[src/rtl/dds_sweep_ctrl.sv]
// Frequency-sweep sequencer feeding the dds configuration inputs.
// Steps f_word from f_start to f_stop with a programmable dwell per step.
module dds_sweep_ctrl #(
  parameter int FW = 8,
  parameter int DW = 16
) (
  input  logic          clk,
  input  logic          rstn,
  input  logic          start,
  input  logic          abort,
  input  logic [1:0]    mode,
  input  logic [FW-1:0] f_start,
  input  logic [FW-1:0] f_stop,
  input  logic [FW-1:0] f_step,
  input  logic [DW-1:0] dwell,
  input  logic [1:0]    sel_in,
  input  logic [1:0]    amp_in,
  input  logic [FW-1:0] p_in,
  output logic          wave_ena,
  output logic [1:0]    wave_sel,
  output logic [1:0]    wave_amp,
  output logic [FW-1:0] f_word,
  output logic [FW-1:0] p_word,
  output logic          busy,
  output logic          done,
  output logic          step_tick,
  output logic          cfg_err
);

  typedef enum logic [1:0] {IDLE = 2'd0, UP = 2'd1, DOWN = 2'd2} state_t;

  state_t        state, state_nxt;
  logic [FW-1:0] f_word_nxt;
  logic [DW-1:0] cnt, cnt_nxt, dwell_m1, dwell_m1_in;
  logic [1:0]    mode_q, mode_in;
  logic [FW-1:0] start_q, stop_q, step_q;
  logic          done_nxt, tick_nxt, err_nxt, latch;
  logic [FW:0]   up_sum, dn_dif;
  logic [FW-1:0] up_val, dn_val;

  assign dwell_m1_in = (dwell == '0) ? '0 : dwell - DW'(1);
  assign mode_in     = (mode == 2'b11) ? 2'b00 : mode;

  // Saturating step arithmetic in FW+1 bits so neither direction wraps.
  assign up_sum = {1'b0, f_word} + {1'b0, step_q};
  assign dn_dif = {1'b0, f_word} - {1'b0, step_q};
  assign up_val = (up_sum > {1'b0, stop_q}) ? stop_q : up_sum[FW-1:0];
  assign dn_val = (dn_dif[FW] || (dn_dif[FW-1:0] < start_q)) ? start_q : dn_dif[FW-1:0];

  always_ff @(posedge clk or negedge rstn) begin
    if (!rstn) begin
      state     <= IDLE;
      f_word    <= '0;
      cnt       <= '0;
      done      <= 1'b0;
      step_tick <= 1'b0;
      cfg_err   <= 1'b0;
      mode_q    <= '0;
      start_q   <= '0;
      stop_q    <= '0;
      step_q    <= '0;
      dwell_m1  <= '0;
      wave_sel  <= '0;
      wave_amp  <= '0;
      p_word    <= '0;
    end else begin
      state     <= state_nxt;
      f_word    <= f_word_nxt;
      cnt       <= cnt_nxt;
      done      <= done_nxt;
      step_tick <= tick_nxt;
      cfg_err   <= err_nxt;
      if (latch) begin
        mode_q   <= mode_in;
        start_q  <= f_start;
        stop_q   <= f_stop;
        step_q   <= f_step;
        dwell_m1 <= dwell_m1_in;
        wave_sel <= sel_in;
        wave_amp <= amp_in;
        p_word   <= p_in;
      end
    end
  end

  always_comb begin
    state_nxt  = state;
    f_word_nxt = f_word;
    cnt_nxt    = cnt;
    done_nxt   = 1'b0;
    tick_nxt   = 1'b0;
    err_nxt    = 1'b0;
    latch      = 1'b0;
    if (abort) begin
      state_nxt  = IDLE;
      f_word_nxt = '0;
      cnt_nxt    = '0;
    end else begin
      case (state)
        IDLE: begin
          if (start) begin
            if (f_step == '0 || f_start > f_stop) begin
              err_nxt = 1'b1;
            end else begin
              latch      = 1'b1;
              state_nxt  = UP;
              f_word_nxt = f_start;
              cnt_nxt    = dwell_m1_in;
              tick_nxt   = 1'b1;
            end
          end
        end
        UP: begin
          if (cnt == '0) begin
            cnt_nxt  = dwell_m1;
            tick_nxt = 1'b1;
            if (f_word != stop_q) begin
              f_word_nxt = up_val;
            end else begin
              case (mode_q)
                2'b01: f_word_nxt = start_q;
                2'b10: begin
                  state_nxt  = DOWN;
                  f_word_nxt = dn_val;
                end
                default: begin
                  state_nxt  = IDLE;
                  f_word_nxt = '0;
                  cnt_nxt    = '0;
                  tick_nxt   = 1'b0;
                  done_nxt   = 1'b1;
                end
              endcase
            end
          end else begin
            cnt_nxt = cnt - DW'(1);
          end
        end
        DOWN: begin
          if (cnt == '0) begin
            cnt_nxt  = dwell_m1;
            tick_nxt = 1'b1;
            if (f_word != start_q) begin
              f_word_nxt = dn_val;
            end else begin
              // Turnaround: f_word equals start_q here, so up_val is min(start+step, stop).
              state_nxt  = UP;
              f_word_nxt = up_val;
            end
          end else begin
            cnt_nxt = cnt - DW'(1);
          end
        end
        default: begin
          state_nxt  = IDLE;
          f_word_nxt = '0;
          cnt_nxt    = '0;
        end
      endcase
    end
  end

  always_comb begin
    busy     = (state != IDLE);
    wave_ena = busy;
  end

endmodule

[config.mk]
export PLATFORM = sky130hd
export DESIGN_NAME = dds_sweep_ctrl
export DESIGN_NICKNAME = d
export VERILOG_FILES = /design/src/rtl/dds_sweep_ctrl.sv
export SDC_FILE = /design/constraint.sdc
export NUM_CORES = 1
export LEC_CHECK = 0
export CORE_MARGIN = 4
export CORE_UTILIZATION = 30
export CTS_CLUSTER_SIZE = 14
export DETAILED_ROUTE_END_ITERATION = 10
export GPL_TIMING_DRIVEN = 0
export PLACE_DENSITY_LB_ADDON = 0.12
export SLEW_MARGIN = 5
export SYNTH_ARGS = -nofsm -noshare
export SYNTH_HDL_FRONTEND = slang
export SYNTH_SLANG_ARGS = --single-unit
[constraint.sdc]
create_clock -name clk -period 6.7 [get_ports clk]
set_clock_uncertainty 0.1 [all_clocks]
set_input_delay 0.67 -clock clk [delete_from_list [all_inputs] [get_ports clk]]
set_output_delay 0.67 -clock clk [all_outputs]
set_load 0.02 [all_outputs]
* Yosys cells after proc, flatten, opt, wreduce, memory -nomap -nowiden *
Cells that the tools add are included.

operators by class
  $add $sub $neg = 4
  magnitude comparators = 3
  equality and inequality tests = 14
  multiplexer cells = 49
  reduce and logical (&&, ||, !) cells = 11

operators with widths
  cell                                                 number
  2-to-1 mux 16 bit                                    8
  2-to-1 mux 8 bit                                     9
  one-hot mux 16 bit (3 select lines)                  1
  logical NOT 16 bit                                   2
  subtractor 16 x 1 -> 16 bit, second input constant   2
  one-hot mux 8 bit (3 select lines)                   1
  inequality test 3 bit, second input constant         7
  2-to-1 mux 1 bit                                     18
  2-to-1 mux 2 bit                                     8
  inequality test 8 bit                                2
  one-hot mux 8 bit (2 select lines)                   1
  adder 8 x 8 -> 9 bit                                 1
  greater-than comparator 9 x 8 -> 1 bit               1
  subtractor 8 x 8 -> 9 bit                            1
  greater-than comparator 8 bit                        1
  logical NOT 8 bit                                    1
  < comparator 8 bit                                   1
  AND reduction 7 bit                                  1
  equality test 2 bit, second input constant           3
  one-hot mux 2 bit (3 select lines)                   1
  equality test 2 x 1 -> 1 bit, second input constant  2
  one-hot mux 2 bit (2 select lines)                   1
  AND reduction 4 bit                                  1
  one-hot mux 1 bit (3 select lines)                   1
  other kinds (5)                                      6

word-level totals
  flip-flop bits (word level) = 83
  input bits = 58
  output and inout port bits = 25
  logic and storage cells = 95

* Logic depth before layout (Yosys ltp) *
  depth after elaboration = 9
  depth in mapped cells = 16
  depth with buffers taken out = 15

* Least setup slack after synthesis *
No wires, ideal clock.

  path kind = register -> register
  start = reg f_word[0]
  end = reg f_word[3]
  library setup time = 0.142 ns
  data arrival time = 3.939 ns
  required time = 6.458 ns
  slack = 2.519 ns
  stages on the path, launching flop included = 17
  buffers on the path = 1
  clock period less this slack = 4.181 ns
  path through = dfrtp_1 -> ha_1 -> inv_1 -> fa_1 -> or2_0 -> nor2b_1 -> o21ai_0 -> xnor2_1 -> ha_1 -> and4_1 -> a221o_1 -> a221oi_1 -> o221a_2 -> buf_4 -> mux2_2 -> a221oi_1 -> o221ai_1

on the way
  word-level cells in the longest chain between the ends = 9
  elaborated cells on any way between the ends = 16
  those cells by class = 2 x add/sub; 2 x order compare; 2 x eq/ne; 9 x mux; 1 x reduce/logical

RTL lines
  element                                 line  source
  start, declared                         22    output logic [FW-1:0] f_word,
  start signal, assigned                  68    f_word <= f_word_nxt;
  subtractor 8 x 8 -> 9 bit               46    assign dn_dif = {1'b0, f_word} - {1'b0, step_q};
  < comparator 8 bit                      48    assign dn_val = (dn_dif[FW] || (dn_dif[FW-1:0] < start_q)) ? start_q : dn_dif[FW-1:0];
  logical OR 1 bit                        48
  2-to-1 mux 8 bit                        48
  one-hot mux 8 bit (2 select lines)      120   case (mode_q)
  2-to-1 mux 8 bit                        117   if (f_word != stop_q) begin
  2-to-1 mux 8 bit                        114   if (cnt == '0) begin
  one-hot mux 8 bit (3 select lines) (*)  99    case (state)
  2-to-1 mux 8 bit (*)                    94    if (abort) begin

Every way passes the cells marked *; elsewhere a longest branch is shown, timed or not. The select of a mux whose other input is x is not followed.
A chain may end at the register's enable or synchronous reset.

* Final worst setup path *
  start = reg f_word[1]
  end = reg f_word[3]

The elaborated chain is that of the path after synthesis.

==> results.yml <==
drt:
  vias: 5520
  drc: 0
  wire_per_inst_um: 19.17
  detail_route.wirelength_um: 19890
  dr.pass1.iters: 8
  detail-route-antenna-nets: 0
  first_iter_violations: 326
  vias_per_cell: 5.318
final_layout:
  ff_latch_area_mm2: 0.002077
  num-fill-cells: 2055
  finish.instance_area_mm2: 0.007545
  num_antenna_cells: 0
  finish.net_count: 872
  area.growth.synth_to_final_pct: 24.54
  multi_input_area_mm2: 0.003671
  post_route_cells_drive_above_1_share_pct: 9.961
sta:
  worst_slew_margin_rel_pct: 38.29
  highest_achievable_clock_rate_ghz: 0.2185
  grt_setup_unrepaired: "false"
  finalMaxSlewViolations: 0
  least_setup_slack_across_all_paths_after_layout_ns: 2.123
  timing_worst_slew_pin_value_ns: 0.9178
  fin_crit_ns: 4.577
  timing.final.setup_violations: 0
  setup-tns-final_ns: 0
  timing.final.crit_share_pct: 68.32
  final-hold-violation-count: 0
global_route:
  grt_usage_pct: 18.25
  grt_antenna_before_repair: 0
  grt_start_max_net_pins: 46
  first_pass_grt_wire_length_um: 31660
  grt_overflow_total: 0
  grt_pass1_vias: 5712
clock_tree:
  number_of_buffers_inserted_during_clock_tree_synthesis: 9
  cts_buffer_depth: 2
  clock_insertion_delay_worst_skew_ns: 0.35
  worst_setup_hold_path_clk_slew_ns: 0.07
  clock_sink_count: 83
  root_buffer_master: "sky130_fd_sc_hd__clkbuf_16"
  tritoncts: "done"
  postCtsSetupRepairBufs: 0
  htreeDepth: 3
  post_cts.resized_instances: 0
  cts_hold_buffers: 0
pwr:
  netSwitchingPower_mw: 1.908
  p_seq_share_pct: 25.0
  clock_power_share_pct: 13.6
  switching_share_of_total_power_pct: 47.81
  power_frac_comb_pct: 61.5
  static-leakage-power_nw: 3.225
  cellInternalPower_mw: 2.082
  peakVddDrop_v: 0.0001795
  p_per_cell_area_mw_per_mm2: 528.8
critical_path:
  critPathBufInv: 2
  timing.setup.critical_path_class: "flop to flop"
  worst-endpoint-required_ns: 6.81
  slowest_delay_ns: 0.60
  worstReg2RegStart: "f_word[1]"
  cp_top_family: "compound AO/OA/AOI/OAI gates"
  setup.worst_path.start_class: "flop"
  cp-startpoint: "f_word[1]"
  cp_data_arrival_time_ns: 4.69
  cp_slowest_cell: "sky130_fd_sc_hd__dfrtp_1"
  crit_path_cell_trace: "inv_1, fa_1, or2_0, nor2b_1, o21ai_0, xnor2_1, ha_1, and4_1, a221o_1, a221oi_1, o221a_2, buf_4, mux2_2, a221oi_1, o221ai_1"
  critical_path.most_common_cell: "sky130_fd_sc_hd__a221oi_1"
  worstPathMaxFanout: 10
  critPathCaptureType: "flop"
logic_synthesis:
  synth_enable_flop_cells: 0
  postSynthAreaPerCell_um2: 8.975
  leading_register_cell_type_out_of_synthesis: "sky130_fd_sc_hd__dfrtp_1"
  synth.ff_latch_count: 83
  ys_seq_area_share_pct: 34.28
  post_synth_instance_area_mm2: 0.006058
  synth_top_area_share_pct: 34.28
  yosysUniqueCellTypes: 67
  synth_area_leader_cell: "sky130_fd_sc_hd__dfrtp_1"
  most_used_standard_cells_in_the_synthesized_netlist: "sky130_fd_sc_hd__dfrtp_1 (83), sky130_fd_sc_hd__nand2_1 (64), sky130_fd_sc_hd__o21ai_0 (61)"
  synthMostInstantiatedCell: "sky130_fd_sc_hd__dfrtp_1"
  proportion_of_synthesized_flip_flops_having_asynchronous_set_or_reset_pct: 100.0
  yosys_warnings: 0
  netlist_top_cells_area: "sky130_fd_sc_hd__dfrtp_1 (34%), sky130_fd_sc_hd__ha_1 (9.1%), sky130_fd_sc_hd__mux2_2 (6.9%)"
  synthCells: 675
  synth.net_count: 779
place:
  placed_cell_area_mm2: 0.007226
  final_wtd_congestion: 0.8935
  preCtsSetupSlack_ns: 2.166
  port-buffer-count: 81
  detailed_place_hpwl_um: 15600
die:
  io-pin-count: 83
  die_w_um: 150.1
  num_rows: 51
  die_h_um: 150.1
  floorplan.die_area_mm2: 0.02253
  fp.coreArea_mm2: 0.01965
  initial_utilization_pct: 30.83
run:
  cap_violations: 0
run_status:
  run_status: "finished clean"
min_path:
  min_path_type: "input port to async pin"
## per-stage QoR
stage | cells | utilization [%] | hold WS, ns | total power, mW
2_1_floorplan | 675 | - | 0.2744 | 2.634
3_3_place_gp | 1021 | 36.64 | 0.3635 | 3.391
3_5_place_dp | 1022 | 36.76 | 0.3687 | 3.446
4_1_cts | 1038 | 38.39 | 0.2033 | 4.009
5_1_grt | 1038 | 38.39 | 0.2253 | 4.325
6_report | 1038 | 38.39 | 0.1924 | 3.990
## state kept, by name, indices dropped and copies added, names as in the netlist
| signal | cells |
|---|---|
| step_tick | 1 |
| start_q | 8 |
| done | 1 |
| state | 2 |
| dwell_m1 | 16 |
| stop_q | 8 |
| step_q | 8 |
| cnt | 16 |
| cfg_err | 1 |
| f_word | 8 |
| p_word | 8 |
| wave_sel | 2 |
| mode_q | 2 |
| wave_amp | 2 |
## cells in the final DEF (no fill, tap or decap), types with 4 or more instances in the layout
| cell | synthesis | layout |
|---|---|---|
| sky130_fd_sc_hd__mux2_2 | 37 | 37 |
| sky130_fd_sc_hd__nor3_1 | 20 | 20 |
| sky130_fd_sc_hd__inv_1 | 51 | 51 |
| sky130_fd_sc_hd__nor3b_1 | 5 | 5 |
| sky130_fd_sc_hd__nor4_1 | 12 | 12 |
| sky130_fd_sc_hd__xor2_1 | 22 | 22 |
| sky130_fd_sc_hd__nand3b_1 | 5 | 5 |
| sky130_fd_sc_hd__nor2_1 | 38 | 38 |
| sky130_fd_sc_hd__and3_1 | 8 | 8 |
| sky130_fd_sc_hd__a221oi_1 | 7 | 7 |
| sky130_fd_sc_hd__nand4_1 | 5 | 5 |
| sky130_fd_sc_hd__nand2b_1 | 11 | 11 |
| sky130_fd_sc_hd__a222oi_1 | 8 | 8 |
| sky130_fd_sc_hd__a21oi_1 | 34 | 34 |
| sky130_fd_sc_hd__buf_2 | 5 | 5 |
| sky130_fd_sc_hd__clkbuf_1 | 16 | 16 |
| sky130_fd_sc_hd__mux2i_1 | 5 | 5 |
| sky130_fd_sc_hd__or4_1 | 5 | 5 |
| sky130_fd_sc_hd__o21ai_0 | 61 | 61 |
| sky130_fd_sc_hd__dfrtp_1 | 83 | 83 |
| sky130_fd_sc_hd__a21o_1 | 4 | 4 |
| sky130_fd_sc_hd__nand3_1 | 8 | 8 |
| sky130_fd_sc_hd__nor2b_1 | 6 | 6 |
| sky130_fd_sc_hd__clkbuf_16 | 0 | 9 |
| sky130_fd_sc_hd__o31ai_1 | 11 | 11 |
| sky130_fd_sc_hd__nand2_1 | 64 | 64 |
| sky130_fd_sc_hd__o22ai_1 | 7 | 7 |
| sky130_fd_sc_hd__clkdlybuf4s50_1 | 0 | 80 |
| sky130_fd_sc_hd__xnor2_1 | 20 | 20 |
| sky130_fd_sc_hd__ha_1 | 44 | 44 |
| sky130_fd_sc_hd__a31oi_1 | 4 | 4 |
## logic make-up (layout without fill, tap and decap cells)
logic type / count (synthesis) / after routing / synth area share [%]
and+or+nand+nor: 208 / 208 / 17.82
AOI/OAI and AO/OA: 177 / 177 / 19.25
xor gates and xnor gates: 42 / 42 / 6.072
DFF: 83 / 83 / 34.28
muxes: 42 / 42 / 7.703
adders and majority gates: 46 / 46 / 9.748
buffers and inverters: 77 / 175 / 5.122
## worst paths after layout
path | to | slack [ns] | depth (start not counted)
worst max-delay path | f_word[3] | 2.12 | 15
worst min-delay path | p_word[2] | 0.19 | 1
worst max register to register | f_word[3] | 2.12 | 15
worst min register to register | dwell_m1[12] | 0.38 | 2
max in group asynchronous | f_word[1] | 5.69 | 2
min in group clk | dwell_m1[12] | 0.38 | 2
## metal layers
layer	track usage [%]	share of wire [%]	vias up	wire (um)
met4	5.352	2.2	0	435
met3	3.281	3.7	25	734
met5	0	0	-	0
li1	-	-	2651	-
met2	31.22	49	141	9796
met1	23.58	45	2703	8928
## area by class of cell
class                           instances  area share [%]
Buffer                                 26           1.575
Clock buffer                            9           2.985
Clock inverter                          7           1.244
Inverter                               51           2.537
Multi-Input combinational cell        515           48.66
Sequential cell                        83           27.53
Tap cell                              265           4.395
Timing Repair Buffer                   82           11.08
## power groups by stage
stage / logic (mW) / registers [mW] / clock network [mW]
after global routing: 2.71 / 1.03 / 0.582
after detailed placement: 2.44 / 1.00 / 0
after global placement: 2.39 / 0.998 / 0
final: 2.45 / 0.996 / 0.541
after floorplan: 1.65 / 0.981 / 0
after CTS: 2.46 / 0.993 / 0.559
Power figures use the tool's default switching activity.
